## src/rtl/sap_pkg.sv

```systemverilog
// Shared definitions for the SAP program loader: RAM geometry and loader state encoding.
package sap_pkg;

    localparam int unsigned SAP_ADDR_W    = 4;
    localparam int unsigned SAP_DATA_W    = 8;
    localparam int unsigned SAP_RAM_DEPTH = 16;

    typedef enum logic [2:0] {
        ST_IDLE,
        ST_HDR,
        ST_DATA,
        ST_CHK,
        ST_DONE,
        ST_ERR
    } state_e;

endpackage

```

## src/rtl/sap_prog_loader.sv

```systemverilog
// Loads a framed, checksummed byte stream into the SAP program RAM and holds
// the CPU in reset until a complete, valid image has been written.
module sap_prog_loader
    import sap_pkg::*;
#(
    parameter int unsigned ADDR_W = SAP_ADDR_W,
    parameter int unsigned DATA_W = SAP_DATA_W
) (
    input  logic              clk,
    input  logic              reset,
    input  logic              start,
    input  logic              in_valid,
    input  logic [DATA_W-1:0] in_data,
    output logic              in_ready,
    output logic              ram_we,
    output logic [ADDR_W-1:0] ram_addr,
    output logic [DATA_W-1:0] ram_wdata,
    output logic              cpu_hold,
    output logic              busy,
    output logic              done,
    output logic              error
);

    localparam int unsigned DEPTH = 1 << ADDR_W;
    localparam int unsigned CNT_W = ADDR_W + 1;

    state_e              state_q, state_d;
    logic [CNT_W-1:0]    cnt_q, cnt_d;
    logic [CNT_W-1:0]    len_q, len_d;
    logic [DATA_W-1:0]   acc_q, acc_d;
    logic                ram_we_q, ram_we_d;
    logic [ADDR_W-1:0]   ram_addr_q, ram_addr_d;
    logic [DATA_W-1:0]   ram_wdata_q, ram_wdata_d;
    logic                cpu_hold_q, cpu_hold_d;
    logic                busy_q, busy_d;
    logic                done_q, done_d;
    logic                error_q, error_d;

    logic                beat;
    logic [DATA_W-1:0]   chk_sum;
    logic [CNT_W-1:0]    cnt_inc;

    assign in_ready = (state_q == ST_HDR) || (state_q == ST_DATA) || (state_q == ST_CHK);
    assign beat     = in_valid & in_ready;
    assign chk_sum  = acc_q + in_data;
    assign cnt_inc  = cnt_q + CNT_W'(1);

    always_ff @(posedge clk or posedge reset) begin
        if (reset) begin
            state_q     <= ST_IDLE;
            cnt_q       <= '0;
            len_q       <= '0;
            acc_q       <= '0;
            ram_we_q    <= 1'b0;
            ram_addr_q  <= '0;
            ram_wdata_q <= '0;
            cpu_hold_q  <= 1'b1;
            busy_q      <= 1'b0;
            done_q      <= 1'b0;
            error_q     <= 1'b0;
        end else begin
            state_q     <= state_d;
            cnt_q       <= cnt_d;
            len_q       <= len_d;
            acc_q       <= acc_d;
            ram_we_q    <= ram_we_d;
            ram_addr_q  <= ram_addr_d;
            ram_wdata_q <= ram_wdata_d;
            cpu_hold_q  <= cpu_hold_d;
            busy_q      <= busy_d;
            done_q      <= done_d;
            error_q     <= error_d;
        end
    end

    always_comb begin
        state_d     = state_q;
        cnt_d       = cnt_q;
        len_d       = len_q;
        acc_d       = acc_q;
        ram_we_d    = 1'b0;
        ram_addr_d  = ram_addr_q;
        ram_wdata_d = ram_wdata_q;
        cpu_hold_d  = cpu_hold_q;
        busy_d      = busy_q;
        done_d      = done_q;
        error_d     = error_q;

        case (state_q)
            ST_IDLE, ST_DONE, ST_ERR: begin
                if (start) begin
                    state_d    = ST_HDR;
                    cpu_hold_d = 1'b1;
                    busy_d     = 1'b1;
                    done_d     = 1'b0;
                    error_d    = 1'b0;
                    cnt_d      = '0;
                    acc_d      = '0;
                end
            end
            ST_HDR: begin
                // A zero header encodes a full-depth image
                if (beat) begin
                    if (in_data > DATA_W'(DEPTH)) begin
                        state_d = ST_ERR;
                        error_d = 1'b1;
                        busy_d  = 1'b0;
                    end else begin
                        state_d = ST_DATA;
                        len_d   = (in_data == '0) ? CNT_W'(DEPTH) : CNT_W'(in_data);
                    end
                end
            end
            ST_DATA: begin
                if (beat) begin
                    acc_d       = chk_sum;
                    ram_we_d    = 1'b1;
                    ram_addr_d  = cnt_q[ADDR_W-1:0];
                    ram_wdata_d = in_data;
                    cnt_d       = cnt_inc;
                    if (cnt_inc == len_q) begin
                        state_d = ST_CHK;
                    end
                end
            end
            ST_CHK: begin
                if (beat) begin
                    busy_d = 1'b0;
                    if (chk_sum == '0) begin
                        state_d    = ST_DONE;
                        done_d     = 1'b1;
                        cpu_hold_d = 1'b0;
                    end else begin
                        state_d = ST_ERR;
                        error_d = 1'b1;
                    end
                end
            end
            default: state_d = ST_IDLE;
        endcase
    end

    assign ram_we    = ram_we_q;
    assign ram_addr  = ram_addr_q;
    assign ram_wdata = ram_wdata_q;
    assign cpu_hold  = cpu_hold_q;
    assign busy      = busy_q;
    assign done      = done_q;
    assign error     = error_q;

endmodule

```

## config.mk

```make
export PLATFORM = sky130hd
export DESIGN_NAME = sap_prog_loader
export DESIGN_NICKNAME = d
export VERILOG_FILES = /design/src/rtl/sap_pkg.sv /design/src/rtl/sap_prog_loader.sv
export SDC_FILE = /design/constraint.sdc
export NUM_CORES = 1
export LEC_CHECK = 0
export CORE_MARGIN = 1
export CORE_UTILIZATION = 33
export CTS_BUF_LIST = sky130_fd_sc_hd__clkbuf_8
export DETAILED_ROUTE_END_ITERATION = 10
export GPL_TIMING_DRIVEN = 0
export REMOVE_ABC_BUFFERS = 1
export SYNTH_ARGS = -nofsm -noshare
export SYNTH_HDL_FRONTEND = slang
export SYNTH_SLANG_ARGS = --single-unit
export TNS_END_PERCENT = 1
```

## constraint.sdc

```tcl
create_clock -name clk -period 4.7 [get_ports clk]
set_input_delay 0.705 -clock clk [delete_from_list [all_inputs] [get_ports clk]]
set_output_delay 0.705 -clock clk [all_outputs]
set_load 0.005 [all_outputs]
```

==> results_dict.tcl, run 1 <==
set metrics [dict create \
    fmax_mhz 323 \
    clockRootBuffer "clkbuf_8" \
    min_period_ns 3.10 \
    outcome "finished, final reports clean" \
    fin_worst_skew_ns 0.00606 \
    clockBufferDepth 2 \
    worst_pin_slew_ns 1.06 \
    rsz0062_at_grt "false" \
    numPortBuffers 29 \
    required_ns 4.90 \
    critPathKind "primary input to flip-flop" \
    ys_warn_count 0 \
    async_flop_share 1.00 \
    finalHoldViolations 0 \
    start_util 0.344 \
    cts_resized 0 \
    finalCritPeriodShare 0.659 \
    ys_seq_area_frac 0.461 \
    drtAntennaViolNets 0 \
    die_y_um 81.1 \
    drtIter0Drc 79 \
    yosysMostFrequentCell "nand2_1" \
    vias_per_cell 5.04 \
    synth_ff_type "dfrtp_1" \
    post_cts_buffers 0 \
    tns_ns 0 \
    postSynthCellCount 221 \
    first_global_vias 1590 \
    synthDistinctLibCells 49 \
    avgRoutedWirePerCell_um 13.7 \
    max_slew_margin 0.294 \
    antenna_found_initial 0 \
    rows 28 \
    synth.top_cell.area_share 0.449 \
    syn_avg_cell_area_um2 9.34 \
    die_w_um 81.1 \
    min_path_type "flip-flop to flip-flop" \
    p_leak_nw 1.15 \
    routed_wirelength_mm 4.43 \
    final_util 0.417 \
    synth_common_cells "59 x nand2_1, 37 x dfrtp_1, 17 x o21ai_0, 10 x a21oi_1, 10 x nor2_1" \
    die_area_um2 6570 \
    setup_viol 0 \
    ys_seq_elements 38 \
    synth_edf_count 0 \
    synth_top_area_cell "dfrtp_1" \
    firstDrtPassIters 6 \
    grt_pass1_wl_mm 7.63 \
    cts_tree "yes" \
    nFillCells 593 \
    power_mw 1.27 \
    core_area_um2 5990 \
    ios 30 \
    num_vias 1629 \
    clk_pin_slew_ns 0.08 \
    dp_hpwl_mm 3.10 \
    gp_congestion 0.761 \
    multi_input_area_um2 1050 \
    htree_levels 2 \
    cp.arrival_ns 3.30 \
    cts_sinks 38 \
    pwr_density_cell_nw_per_um2 510 \
    dp_slack_ns 1.23 \
    slew_violations 0 \
    peakVddDrop_mv 0.135 \
    startpoint_type "primary input" \
    hold_buffers 0 \
    layout-drive-gt1-share 0.0726 \
    synth_area_leaders "dfrtp_1 45%, nand2_1 11%, ha_1 4.9%, o21ai_0 4.1%, xnor2_1 3.0%" \
    finalNetCount 268 \
    syn_to_final_growth_pct 21.0 \
    n_antenna_cell 0 \
    insertion_delay_ns 0.29 \
    grt_usage 0.155 \
    numCtsBuffers 5 \
    maxCapViolations 0 \
    cp_max_fo 28 \
    setup_ws_ns 1.60 \
    drc 0 \
    gr-total-overflow 0 \
    grt_max_degree 39 \
    crit_path_end_kind "flip-flop" \
    ff_latch_area_um2 952 \
    syn_area_um2 2060 \
]
==> layer usage <==
layer / vias to the layer above / global-route usage / wire [um]
met2: 24 / 0.258 / 2150
met1: 776 / 0.191 / 2080
met4: 0 / 0.0643 / 75
met3: 10 / 0.0348 / 123
met5: - / 0 / 0
li1: 819 / - / -
==> critical path: stages <==
cell	delay, ns
clkdlybuf4s50_1	0.52
nand2_1	0.10
or3_1	0.81
inv_2	0.39
nor2_1	0.50
o21ai_0	0.17
o31ai_1	0.08
==> registers in the layout, indices dropped and copies added (netlist names), 3 cells and up <==
signal	cells
acc_q	8
len_q	5
ram_wdata	8
state_q	3
ram_addr	4
cnt_q	5
==> layout by cell type (no fill, tap or decap), drive strengths merged, types with 3 or more instances in the layout <==
cell	netlist	final
clkdlybuf4s50	0	29
xor2	3	3
nand3	4	4
clkbuf	6	6
nor2	10	10
o21ai	17	17
mux2	5	5
a21oi	11	11
a21o	3	3
xnor2	7	7
inv	5	6
dfrtp	37	37
nand2b	4	4
a211oi	4	4
nand2	59	59
ha	8	8
==> kinds of logic after synthesis <==
kind of cell | count (synthesis) | synth area share
xor gates and xnor gates | 10 | 0.0425
AOI/OAI and AO/OA | 52 | 0.169
muxes | 6 | 0.0321
buffers and inverters | 15 | 0.0297
and+or+nand+nor | 91 | 0.207
adders and majority gates | 9 | 0.0582
DFF | 38 | 0.461
==> where the power goes <==
part | internal (mW) | leakage (nW) | switching, mW | total [mW]
clock | 0.116 | 0.0524 | 0.115 | 0.231
combinational | 0.273 | 0.599 | 0.239 | 0.512
sequential | 0.433 | 0.500 | 0.0979 | 0.531
==> through the flow <==
step | area [um^2] | instances | hold WS, ns
finish | 2500 | 323 | 0.476
global route | 2500 | 323 | 0.497
CTS | 2500 | 323 | 0.479
detailed placement | 2400 | 315 | 0.462
global placement | 2400 | 315 | 0.459
floorplan | 2020 | 211 | 0.454
==> area by class of cell <==
type,instances,share of cell area
tap,75,0.0376
inverter,5,0.00752
clock buffer,6,0.0331
timing repair buffer,29,0.116
clock inverter,2,0.00351
multi-input combinational,168,0.421
sequential,38,0.381
==> final timing paths <==
check / from / endpoint / slack, ns / depth (start not counted)
max: in_valid / cnt_q[3] / 1.60 / 7
min: ram_addr[2] / ram_addr[2] / 0.48 / 2
max reg2reg: state_q[1] / cnt_q[3] / 1.98 / 6
min reg2reg: ram_addr[2] / ram_addr[2] / 0.48 / 2
max in group asynchronous: reset / acc_q[7] / 3.31 / 2
min in group asynchronous: reset / ram_wdata[1] / 0.88 / 2
No activity file was read; power rests on OpenSTA's default activity.
==> inputs of run 2 (changes only) <==
==> constraint.sdc (replaced) <==
create_clock -name clk -period 2.83 [get_ports clk]
set_input_delay 0.4245 -clock clk [delete_from_list [all_inputs] [get_ports clk]]
set_output_delay 0.4245 -clock clk [all_outputs]
set_load 0.005 [all_outputs]
==> results_dict.tcl, run 2 (synthesized netlist as in run 1, its figures left out) <==
set metrics [dict create \
    outcome "finished, final reports clean" \
    first_global_vias 1590 \
    path_cells "clkdlybuf4s50_1 -> nand2_1 -> or3_2 -> inv_2 -> nor2_1 -> o21ai_0 -> o31ai_1" \
    min_period_ns 2.59 \
    htree_levels 2 \
    numCtsBuffers 5 \
    crit_path_max_incr_delay_ns 0.72 \
    antenna_found_initial 0 \
    cp_top_family "simple AND/OR/NAND/NOR gates" \
    grt_max_degree 39 \
    die_y_um 81.1 \
    critPathKind "primary input to flip-flop" \
    drc 0 \
    setup_viol 0 \
    timing.rr.end "cnt_q[3]" \
    gp_congestion 0.761 \
    clockBufferDepth 2 \
    layout-drive-gt1-share 0.0766 \
    rr_worst_depth 6 \
    min_path_type "flip-flop to flip-flop" \
    syn_to_final_growth_pct 21.0 \
    min_from "ram_addr[2]" \
    firstDrtPassIters 6 \
    finalCritPeriodShare 0.917 \
    gr-total-overflow 0 \
    max_slew_margin 0.470 \
    crit_slowest_cell "or3_2" \
    hold_buffers 0 \
    power_mw 2.12 \
    intPower_mw 1.37 \
    crit-reg2reg-launch "state_q[1]" \
    dp_hpwl_mm 3.10 \
    post_cts_buffers 0 \
    die_w_um 81.1 \
    num_vias 1629 \
    critPathBufInv 2 \
    rsz0062_at_grt "false" \
    cts_sinks 38 \
    drtAntennaViolNets 0 \
    avgRoutedWirePerCell_um 13.7 \
    switching_share 0.355 \
    nFillCells 594 \
    worst_hold_slack_ns 0.476 \
    dp_slack_ns -0.357 \
    vias_per_cell 5.04 \
    crit_path_end_kind "flip-flop" \
    final_common_cell "nand2_1" \
    insertion_delay_ns 0.29 \
    pwr_density_cell_nw_per_um2 847 \
    finalNetCount 268 \
    finalHoldViolations 0 \
    core_area_um2 5990 \
    rows 28 \
    start_util 0.344 \
    p_leak_nw 1.15 \
    cp_max_fo 28 \
    reg2reg_slack_ns 0.33 \
    worst_pin_slew_ns 0.794 \
    routed_wirelength_mm 4.43 \
    layout_common_cells "59 x nand2_1, 37 x dfrtp_1, 29 x clkdlybuf4s50_1" \
    worstHoldEndpoint "ram_addr[2]" \
    placed_area_um2 2400 \
    tns_ns 0 \
    numPortBuffers 29 \
    cts_tree "yes" \
    required_ns 2.99 \
    clockRootBuffer "clkbuf_8" \
    grt_usage 0.155 \
    peakVddDrop_mv 0.225 \
    slew_violations 0 \
    fin_worst_skew_ns 0.00606 \
    ios 30 \
    stdcell_area_um2 2500 \
    grt_pass1_wl_mm 7.63 \
    startpoint_type "primary input" \
    drtIter0Drc 79 \
    clkPwrFrac 0.181 \
    worstSetupPathDepth 7 \
    setup_ws_ns 0.236 \
    cp.arrival_ns 2.76 \
    die_area_um2 6570 \
    clk_pin_slew_ns 0.08 \
    comb_power_share 0.402 \
    maxCapViolations 0 \
    p_seq_frac 0.417 \
    fmax_mhz 385 \
    p_sw_uw 750 \
    hold-path-cell-count 2 \
    n_antenna_cell 0 \
]
## run 2: worst max-delay path by stage
stage | from | endpoint | slack (ns)
finish | in_valid | cnt_q[3] | 0.24
detailed placement | in_valid | cnt_q[3] | -0.36
global placement | in_valid | cnt_q[3] | -0.40
floorplan | in_data[0] | error | 0.71
CTS | in_valid | cnt_q[3] | 0.19
global route | in_valid | cnt_q[3] | 0.09
## run 2: layout make-up
| type | instances | area [um^2] | share of cell area |
|---|---|---|---|
| multi-input combinational | 168 | 1050 | 0.421 |
| clock inverter | 2 | 8.76 | 0.00351 |
| timing repair buffer | 29 | 290 | 0.116 |
| tap | 75 | 93.8 | 0.0376 |
| inverter | 5 | 18.8 | 0.00752 |
| sequential | 38 | 952 | 0.381 |
| clock buffer | 6 | 82.6 | 0.0331 |
## run 2: metal layers
metal / GRT usage / share of wire / wire [um] / up-vias
li1: - / - / - / 819
met1: 0.191 / 0.47 / 2080 / 776
met2: 0.258 / 0.48 / 2150 / 24
met3: 0.0348 / 0.028 / 123 / 10
met4: 0.0643 / 0.017 / 75 / 0
met5: 0 / 0 / 0 / -
## run 2: power by group through the flow
stage / sequential [mW] / combinational (mW) / clock (mW)
after floorplan: 0.863 / 0.536 / 0
after global placement: 0.887 / 0.846 / 0
after detailed placement: 0.889 / 0.858 / 0
after CTS: 0.882 / 0.863 / 0.400
after global routing: 0.907 / 0.963 / 0.423
final: 0.882 / 0.851 / 0.384
## run 2: metrics by stage
stage | cells | util
2_1_floorplan | 211 | -
3_3_place_gp | 315 | 0.401
3_5_place_dp | 315 | 0.401
4_1_cts | 323 | 0.417
5_1_grt | 323 | 0.417
6_report | 323 | 0.417
## run 2: tightest hold or removal path, cell delays in order, from the launching register on
cell     delay [ns]
dfrtp_1        0.35
nand2_1        0.05
nand2_1        0.05
## run 2: repair_timing
action / in CTS / in global routing
endpoints found under the setup margin: 3 / 0
gates resized for setup: 1 / 0
endpoints found under the hold margin: 0 / 0
==> inputs of run 3 (changes only) <==
--- a/config.mk
+++ b/config.mk
@@ -5,11 +5,13 @@
 export SDC_FILE = /design/constraint.sdc
 export NUM_CORES = 1
 export LEC_CHECK = 0
+export CORE_ASPECT_RATIO = 1.75
 export CORE_MARGIN = 1
 export CORE_UTILIZATION = 33
 export CTS_BUF_LIST = sky130_fd_sc_hd__clkbuf_8
 export DETAILED_ROUTE_END_ITERATION = 10
 export GPL_TIMING_DRIVEN = 0
+export HOLD_SLACK_MARGIN = 0.02
 export REMOVE_ABC_BUFFERS = 1
 export SYNTH_ARGS = -nofsm -noshare
 export SYNTH_HDL_FRONTEND = slang
==> results_dict.tcl, run 3 (synthesized netlist as in run 1, its figures left out) <==
set metrics [dict create \
    outcome "finished, final reports clean" \
    max_slew_margin 0.465 \
    first_global_vias 1640 \
    finalHoldViolations 0 \
    gr-total-overflow 0 \
    numCtsBuffers 5 \
    layout_common_cells "59 x nand2_1, 37 x dfrtp_1, 29 x clkdlybuf4s50_1" \
    crit_path_end_kind "flip-flop" \
    p_seq_frac 0.381 \
    syn_to_final_growth_pct 24.0 \
    fin_worst_skew_ns 0.00509 \
    required_ns 3.00 \
    htree_levels 2 \
    start_util 0.345 \
    num_vias 1646 \
    avgRoutedWirePerCell_um 14.3 \
    reg2reg_slack_ns 0.31 \
    hold-path-cell-count 2 \
    setup_viol 0 \
    crit-reg2reg-launch "state_q[1]" \
    clockRootBuffer "clkbuf_8" \
    post_cts_buffers 0 \
    crit_slowest_cell "or3_2" \
    peakVddDrop_mv 0.289 \
    drtIter0Drc 64 \
    slew_violations 0 \
    min_path_type "flip-flop to flip-flop" \
    fmax_mhz 386 \
    p_sw_uw 774 \
    vias_per_cell 5.05 \
    min_from "ram_addr[3]" \
    ios 30 \
    firstDrtPassIters 4 \
    crit_path_max_incr_delay_ns 0.72 \
    layout-drive-gt1-share 0.0847 \
    drc 0 \
    cts_tree "yes" \
    p_leak_nw 1.17 \
    rsz0062_at_grt "false" \
    cts_sinks 38 \
    finalNetCount 268 \
    die_area_um2 6580 \
    worstHoldEndpoint "ram_addr[3]" \
    n_antenna_cell 0 \
    gp_congestion 0.778 \
    antenna_found_initial 0 \
    min_period_ns 2.59 \
    power_mw 2.32 \
    final_common_cell "nand2_1" \
    clkPwrFrac 0.251 \
    cp_top_family "simple AND/OR/NAND/NOR gates" \
    drtAntennaViolNets 0 \
    path_cells "clkdlybuf4s50_1 -> nand2_1 -> or3_2 -> inv_2 -> nor2_1 -> o21ai_0 -> o31ai_1" \
    dp_hpwl_mm 3.36 \
    worst_pin_slew_ns 0.802 \
    switching_share 0.333 \
    routed_wirelength_mm 4.68 \
    timing.rr.end "cnt_q[3]" \
    die_y_um 107 \
    worst_hold_slack_ns 0.477 \
    maxCapViolations 0 \
    comb_power_share 0.369 \
    worstSetupPathDepth 7 \
    grt_max_degree 39 \
    numPortBuffers 29 \
    grt_pass1_wl_mm 7.89 \
    clk_pin_slew_ns 0.08 \
    pwr_density_cell_nw_per_um2 908 \
    startpoint_type "primary input" \
    intPower_mw 1.55 \
    critPathBufInv 2 \
    grt_usage 0.163 \
    die_w_um 61.8 \
    critPathKind "primary input to flip-flop" \
    rows 37 \
    clockBufferDepth 2 \
    core_area_um2 5970 \
    finalCritPeriodShare 0.915 \
    cp_max_fo 28 \
    rr_worst_depth 6 \
    insertion_delay_ns 0.30 \
    cp.arrival_ns 2.76 \
]
## run 3: routing by layer
layer	vias up	global-route usage	share of wire
met3	7	0.0181	0.012
met2	13	0.288	0.56
met5	-	0	0
met1	809	0.186	0.40
met4	0	0.0778	0.024
li1	817	-	-
## run 3: power by group through the flow
stage               clock network, mW  registers, mW  logic, mW
detailed placement                  0          0.892      0.863
global route                    0.606          0.913      0.968
CTS                             0.590          0.883      0.869
global placement                    0          0.884      0.853
finish                          0.582          0.885      0.856
floorplan                           0          0.863      0.536
## run 3: tightest hold or removal path, stage by stage, from the launching register on
cell,delay (ns)
dfrtp_1,0.35
nand2_1,0.05
nand2_1,0.05
## run 3: worst max-delay path by stage
stage,from,slack [ns],endpoint
after detailed placement,in_valid,-0.36,cnt_q[3]
final,in_valid,0.24,cnt_q[3]
after global placement,in_valid,-0.38,cnt_q[3]
after CTS,in_valid,0.21,cnt_q[3]
after global routing,in_data[0],0.07,error
after floorplan,in_data[0],0.71,error
## run 3: per-stage QoR
stage / cell area [um^2] / setup WS (ns) / cells / TNS (ns) / util
floorplan: 2020 / 0.713 / 211 / 0 / -
global placement: 2410 / -0.381 / 318 / -2.02 / 0.403
finish: 2560 / 0.241 / 326 / 0 / 0.428
detailed placement: 2410 / -0.358 / 318 / -1.92 / 0.403
CTS: 2550 / 0.209 / 326 / 0 / 0.427
global route: 2560 / 0.0736 / 326 / 0 / 0.428
## run 3: repair_timing
action                                  CTS  global route
endpoints found under the setup margin    2             2
cloned                                    0             0
gates resized for setup                   1             1
hold buffers                              0             0
## run 3: cell type report
| class | count | area [um^2] |
|---|---|---|
| fill | 585 | 3410 |
| multi-input combinational | 168 | 1060 |
| sequential | 38 | 952 |
| timing repair buffer | 29 | 290 |
| tap | 78 | 97.6 |
| clock buffer | 6 | 82.6 |
| clock inverter | 2 | 60.1 |
| inverter | 5 | 18.8 |
